<file path="config.mk">
export PLATFORM = sky130hd
export DESIGN_NAME = pitch_count_flat
export DESIGN_NICKNAME = d
export VERILOG_FILES = /design/src/rtl/pitch_count_if.sv /design/src/rtl/pitch_count.sv /design/src/flat_wrapper.sv
export SDC_FILE = /design/constraint.sdc
export NUM_CORES = 1
export LEC_CHECK = 0
export CAP_MARGIN = 20
export CORE_UTILIZATION = 45
export CTS_CLUSTER_SIZE = 16
export DETAILED_ROUTE_END_ITERATION = 16
export GPL_TIMING_DRIVEN = 0
export HOLD_SLACK_MARGIN = 0.15
export PLACE_DENSITY_LB_ADDON = 0.12
export SETUP_SLACK_MARGIN = 0.1
export SYNTH_ARGS = -nofsm -noshare
export SYNTH_HDL_FRONTEND = slang
export SYNTH_SLANG_ARGS = --single-unit
</file>
<file path="constraint.sdc">
create_clock -name clk -period 1.38 [get_ports clk]
set_clock_uncertainty 0.05 [all_clocks]
set_input_delay 0.276 -clock clk [delete_from_list [all_inputs] [get_ports clk]]
set_output_delay 0.276 -clock clk [all_outputs]
set_load 0.02 [all_outputs]
</file>
<file path="src/rtl/pitch_count_if.sv">
// Pitch roulette signal bundle: the switch and clear pulses go in, the count LEDs and
// walk/strikeout pulses come out. The bench drives it through master, the block uses slave.
interface pitch_count_if;
   logic       pitch_sw_n;
   logic       pa_end;
   logic       change_pulse;
   logic       walk_pulse;
   logic       strikeout_pulse;
   logic [2:0] ball_led;
   logic [1:0] strike_led;
   logic [7:0] pitch_led;

   modport master (
      output pitch_sw_n, pa_end, change_pulse,
      input  walk_pulse, strikeout_pulse, ball_led, strike_led, pitch_led
   );

   modport slave (
      input  pitch_sw_n, pa_end, change_pulse,
      output walk_pulse, strikeout_pulse, ball_led, strike_led, pitch_led
   );
endinterface

</file>
<file path="src/rtl/pitch_count.sv">
// Pitch roulette: judges each pitch as ball or strike and keeps the ball/strike count.
// Optional macro PITCH_FOUL_EN: roulette position 3 is a foul and cannot be a third strike.
module pitch_count (
   input  logic          clk,
   input  logic          reset_n,
   pitch_count_if.slave  bus
);

   typedef enum logic [1:0] {IDLE, SPIN, JUDGE} state_t;

   state_t     r_state, w_state_nxt;
   logic [1:0] r_sync;
   logic       w_pitch;
   logic [2:0] r_pos, w_pos_nxt;
   logic       r_wait_rel, w_wait_nxt;
   logic [2:0] r_ball_led, w_ball_nxt;
   logic [1:0] r_strike_led, w_strike_nxt;
   logic [7:0] r_pitch_led, w_led_nxt;
   logic       r_walk, w_walk_nxt;
   logic       r_so, w_so_nxt;
   logic       w_clear;
   logic       w_is_ball;
   logic       w_is_foul;

   assign w_pitch   = ~r_sync[1];
   assign w_clear   = bus.pa_end | bus.change_pulse;
   assign w_is_ball = r_pos[2];
`ifdef PITCH_FOUL_EN
   assign w_is_foul = (r_pos == 3'd3);
`else
   assign w_is_foul = 1'b0;
`endif

   always_comb begin
      w_state_nxt = r_state;
      w_pos_nxt   = r_pos;
      case (r_state)
         IDLE: begin
            if (w_pitch && !r_wait_rel) begin
               w_state_nxt = SPIN;
               w_pos_nxt   = 3'd0;
            end
         end
         SPIN: begin
            if (w_pitch) w_pos_nxt   = r_pos + 3'd1;
            else         w_state_nxt = JUDGE;
         end
         JUDGE:   w_state_nxt = IDLE;
         default: w_state_nxt = IDLE;
      endcase
      if (bus.change_pulse) w_state_nxt = IDLE;
   end

   // A side change abandons the pitch; a still-held switch must be released before respinning.
   always_comb begin
      w_wait_nxt = r_wait_rel;
      if (bus.change_pulse) w_wait_nxt = 1'b1;
      else if (!w_pitch)    w_wait_nxt = 1'b0;
   end

   // Counts are kept directly as thermometer codes: the top bit set means "one more ends it".
   always_comb begin
      w_ball_nxt   = r_ball_led;
      w_strike_nxt = r_strike_led;
      w_walk_nxt   = 1'b0;
      w_so_nxt     = 1'b0;
      if (w_clear) begin
         w_ball_nxt   = 3'b000;
         w_strike_nxt = 2'b00;
      end else if (r_state == JUDGE) begin
         if (w_is_ball) begin
            if (r_ball_led[2]) begin
               w_walk_nxt   = 1'b1;
               w_ball_nxt   = 3'b000;
               w_strike_nxt = 2'b00;
            end else begin
               w_ball_nxt = {r_ball_led[1:0], 1'b1};
            end
         end else if (r_strike_led[1]) begin
            if (!w_is_foul) begin
               w_so_nxt     = 1'b1;
               w_ball_nxt   = 3'b000;
               w_strike_nxt = 2'b00;
            end
         end else begin
            w_strike_nxt = {r_strike_led[0], 1'b1};
         end
      end
   end

   always_comb begin
      w_led_nxt = r_pitch_led;
      if (bus.change_pulse)
         w_led_nxt = 8'h00;
      else if (w_state_nxt == SPIN || w_state_nxt == JUDGE)
         w_led_nxt = 8'd1 << w_pos_nxt;
      else if (bus.pa_end)
         w_led_nxt = 8'h00;
   end

   always_ff @(posedge clk or negedge reset_n) begin
      if (!reset_n) begin
         r_sync       <= 2'b11;
         r_state      <= IDLE;
         r_pos        <= 3'd0;
         r_wait_rel   <= 1'b0;
         r_ball_led   <= 3'b000;
         r_strike_led <= 2'b00;
         r_pitch_led  <= 8'h00;
         r_walk       <= 1'b0;
         r_so         <= 1'b0;
      end else begin
         r_sync       <= {r_sync[0], bus.pitch_sw_n};
         r_state      <= w_state_nxt;
         r_pos        <= w_pos_nxt;
         r_wait_rel   <= w_wait_nxt;
         r_ball_led   <= w_ball_nxt;
         r_strike_led <= w_strike_nxt;
         r_pitch_led  <= w_led_nxt;
         r_walk       <= w_walk_nxt;
         r_so         <= w_so_nxt;
      end
   end

   assign bus.walk_pulse      = r_walk;
   assign bus.strikeout_pulse = r_so;
   assign bus.ball_led        = r_ball_led;
   assign bus.strike_led      = r_strike_led;
   assign bus.pitch_led       = r_pitch_led;

endmodule

</file>
<file path="src/flat_wrapper.sv">
// flat-port wrapper written by rule: the top's interface ports become plain ports
module pitch_count_flat 
  (clk, reset_n, bus_pitch_sw_n, bus_pa_end, bus_change_pulse, bus_walk_pulse, bus_strikeout_pulse, bus_ball_led, bus_strike_led, bus_pitch_led);
  pitch_count_if bus_i ();
  input  logic clk;
  input  logic reset_n;
  input wire logic [$bits(bus_i.pitch_sw_n)-1:0] bus_pitch_sw_n;
  input wire logic [$bits(bus_i.pa_end)-1:0] bus_pa_end;
  input wire logic [$bits(bus_i.change_pulse)-1:0] bus_change_pulse;
  output wire logic [$bits(bus_i.walk_pulse)-1:0] bus_walk_pulse;
  output wire logic [$bits(bus_i.strikeout_pulse)-1:0] bus_strikeout_pulse;
  output wire logic [$bits(bus_i.ball_led)-1:0] bus_ball_led;
  output wire logic [$bits(bus_i.strike_led)-1:0] bus_strike_led;
  output wire logic [$bits(bus_i.pitch_led)-1:0] bus_pitch_led;
  assign bus_i.pitch_sw_n = bus_pitch_sw_n;
  assign bus_i.pa_end = bus_pa_end;
  assign bus_i.change_pulse = bus_change_pulse;
  assign bus_walk_pulse = bus_i.walk_pulse;
  assign bus_strikeout_pulse = bus_i.strikeout_pulse;
  assign bus_ball_led = bus_i.ball_led;
  assign bus_strike_led = bus_i.strike_led;
  assign bus_pitch_led = bus_i.pitch_led;
  pitch_count u_core (.clk(clk), .reset_n(reset_n), .bus(bus_i));
endmodule
</file>
==> flow_metrics.tcl <==
set metrics [dict create \
    grt_overflow 0 \
    synth_xor_area_frac 0 \
    path_class "register to register" \
    rr_endpoint "u_core.bus.pitch_led[2]" \
    rsz0062_at_grt "yes" \
    synth_compound_gate_area_share 0.1870 \
    grt_pass1_wl_um 3615 \
    met2_usage 0.3000 \
    intPower_uw 901.7 \
    cap_violations 0 \
    max_freq_mhz 633.3 \
    grtUsageMet1 0.2598 \
    cp_data_arrival_time_ns 1.79 \
    grt_max_degree 24 \
    drt-initial-drc-count 22 \
    switching_power_uw 324.4 \
    avgSynthCellArea_um2 11.92 \
    synth-simple-area-share 0.2147 \
    swShare 0.2646 \
    yosysMostFrequentCell "dfrtp_1" \
    synth_top_area_frac 0.5066 \
    critPathRequiredTime_ns 1.59 \
    syn-num-nets 93 \
    outcome "finished with violations" \
    synth_seq_cells 23 \
    synthTopCellsByCount "dfrtp_1 (21), nor2_1 (9), nand3_1 (5)" \
    routed-via-count 809 \
    tightest_slew_ns 0.5083 \
    pre_cts_ws_ns -0.4517 \
    drive_gt1_frac 0.5000 \
    gr-usage-all-layers 0.1982 \
    path_clk_slew_ns 0.12 \
    synth_top_family_by_area "simple AND/OR/NAND/NOR gates" \
    fp.coreArea_um2 2191 \
    power_frac_clock 0.248 \
    timing.rr.start "u_core.r_pos[0]" \
    placement.io_buffers 19 \
    gp_congestion 0.8038 \
    h-tree-depth 1 \
    violations "negative setup slack" \
    synth.area.mux_share 0 \
    insertion_delay_ns 0.31 \
    seqPwrFrac 0.583 \
    drcViolationCount 0 \
    clock_sinks 23 \
    p_leak_nw 0.6902 \
    end_kind "register" \
    synth_area_leaders "dfrtp_1 (51%), o41ai_2 (6.3%), dfstp_2 (5.1%)" \
    final_cell_count_no_fill 148 \
    drt_first_pass_iters 4 \
    placed_cells 134 \
    die_h_um 50.01 \
    cts_hold_buf 0 \
    r2r_slack_ns -0.20 \
    crit_path_start_kind "register" \
    die_x_um 50.01 \
    ys.flop_type "dfrtp_1" \
    synthCells 87 \
    numCtsBuffers 3 \
    drv_slew 0 \
    std_cell_rows 17 \
    num_antenna_cells 0 \
    use_met3 0.02778 \
    finalCritPeriodShare 1.144 \
    async_flop_share 1.000 \
    ios 20 \
    grt_pass1_vias 778 \
    finalHoldViolCount 0 \
    post-route-min-period_ns 1.579 \
    cts_max_path_buffers 2 \
    ir_drop_v 0.0006623 \
    seq_area_frac_synth 0.5573 \
    slew-limit-headroom 0.6601 \
    avgViaCountPerCell 5.466 \
    dp_hpwl_um 1378 \
    drtAntennaViolNets 0 \
    finalSetupViolCount 11 \
    synth_fa_ha_area_frac 0.01206 \
    root_buffer "clkbuf_4" \
    final_core_util 0.6299 \
    antenna_found_initial 0 \
    initial_core_util 0.4734 \
    hold_path_class "input pin to async pin" \
    yosysUniqueCellTypes 35 \
    synth_area_um2 1037 \
    busiest_layer "met2" \
    yosysTopAreaCell "dfrtp_1" \
    timing.setup.tns_ns -1.332 \
    cts_tree "yes" \
    wire_per_inst_um 14.23 \
    fin_ws_ns -0.1990 \
    synth_edf_count 0 \
    reg2regPathDepth 5 \
    p_per_area_nw_per_um2 888.4 \
    die-area_um2 2501 \
    wl_um 2106 \
    cp_max_fo 4 \
    yosysWarnings 0 \
    fin_nets 127 \
    syn_to_final_growth_pct 33.05 \
    share_comb_of_total_power 0.170 \
]
## repair_timing
action | 4_1_cts | 5_1_grt
resized for setup | 69 | 11
buffers inserted | 5 | 4
setup endpoints to repair | 31 | 19
pin swaps | 7 | 4
## per-layer routing
layer  wire [µm]  part of all wire
met5           0                 0
met4          61             0.029
met3          74             0.035
met2         944              0.45
met1        1025              0.49
## state kept, by name, indices dropped and copies added (netlist names)
name	count
u_core.bus.pitch_led	8
u_core.r_sync	2
u_core.r_wait_rel	1
u_core.bus.strikeout_pulse	1
u_core.bus.ball_led	3
u_core.bus.strike_led	2
u_core.bus.walk_pulse	1
u_core.r_pos	3
u_core.r_state	2
## through the flow
stage                     power [mW]  area (µm²)  hold slack, ns
after floorplan               0.8181        1042        -0.06959
after CTS                      1.208        1314          0.3025
after detailed placement      0.8771        1267          0.2991
after global placement        0.8739        1267          0.2973
final                          1.226        1380          0.2429
after global routing           1.287        1380          0.2649
## power groups by stage
| stage | logic (mW) | clock network (mW) | registers, mW |
|---|---|---|---|
| 2_1_floorplan | 0.0917 | 0 | 0.726 |
| 6_report | 0.208 | 0.304 | 0.714 |
| 5_1_grt | 0.229 | 0.342 | 0.716 |
| 4_1_cts | 0.166 | 0.329 | 0.713 |
| 3_3_place_gp | 0.151 | 0 | 0.723 |
| 3_5_place_dp | 0.153 | 0 | 0.724 |
## placed cells by master (no fill, tap or decap), types with 2 or more instances in the layout
| cell type | n |
|---|---|
| a31o_2 | 2 |
| buf_2 | 15 |
| clkdlybuf4s50_1 | 4 |
| and3_1 | 4 |
| buf_4 | 11 |
| a22oi_1 | 2 |
| o41ai_2 | 4 |
| clkbuf_4 | 3 |
| dfrtp_2 | 2 |
| nor2_1 | 8 |
| a21oi_1 | 2 |
| and2_4 | 2 |
| nand3_1 | 5 |
| o21ai_4 | 2 |
| dfrtp_1 | 19 |
| inv_6 | 2 |
| nor2b_1 | 2 |
| inv_1 | 2 |
| dfstp_2 | 2 |
## cell families after synthesis
| kind of cell | after synthesis |
|---|---|
| and+or+nand+nor | 36 |
| DFF | 23 |
| AOI/OAI and AO/OA | 21 |
| buffers and inverters | 6 |
| adders and majority gates | 1 |
## final cells by class
| class | instances | area (µm²) |
|---|---|---|
| Fill cell | 170 | 810.8 |
| Sequential cell | 23 | 580.6 |
| Multi-Input combinational cell | 58 | 500.5 |
| Timing Repair Buffer | 29 | 197.7 |
| Tap cell | 28 | 35.03 |
| Clock buffer | 4 | 26.28 |
| Inverter | 4 | 25.02 |
| Buffer | 2 | 15.01 |
## critical path: stages, from the launching register on
cell and delay (ns):
dfrtp_1 0.42, ha_2 0.20, nor4b_4 0.12, o21a_2 0.25, a211oi_4 0.25, a41o_2 0.23
## worst max-delay path by stage
stage / depth (start not counted) / startpoint / slack (ns) / endpoint
after floorplan: 5 / u_core.r_state[1] / -0.05 / u_core.bus.pitch_led[6]
after global placement: 6 / bus_change_pulse / -0.45 / u_core.bus.pitch_led[3]
after detailed placement: 6 / bus_change_pulse / -0.45 / u_core.bus.pitch_led[3]
after CTS: 5 / u_core.r_pos[0] / -0.20 / u_core.bus.pitch_led[2]
after global routing: 5 / u_core.r_pos[0] / -0.27 / u_core.bus.pitch_led[2]
final: 5 / u_core.r_pos[0] / -0.20 / u_core.bus.pitch_led[2]
(Power assumes the default switching activity.)
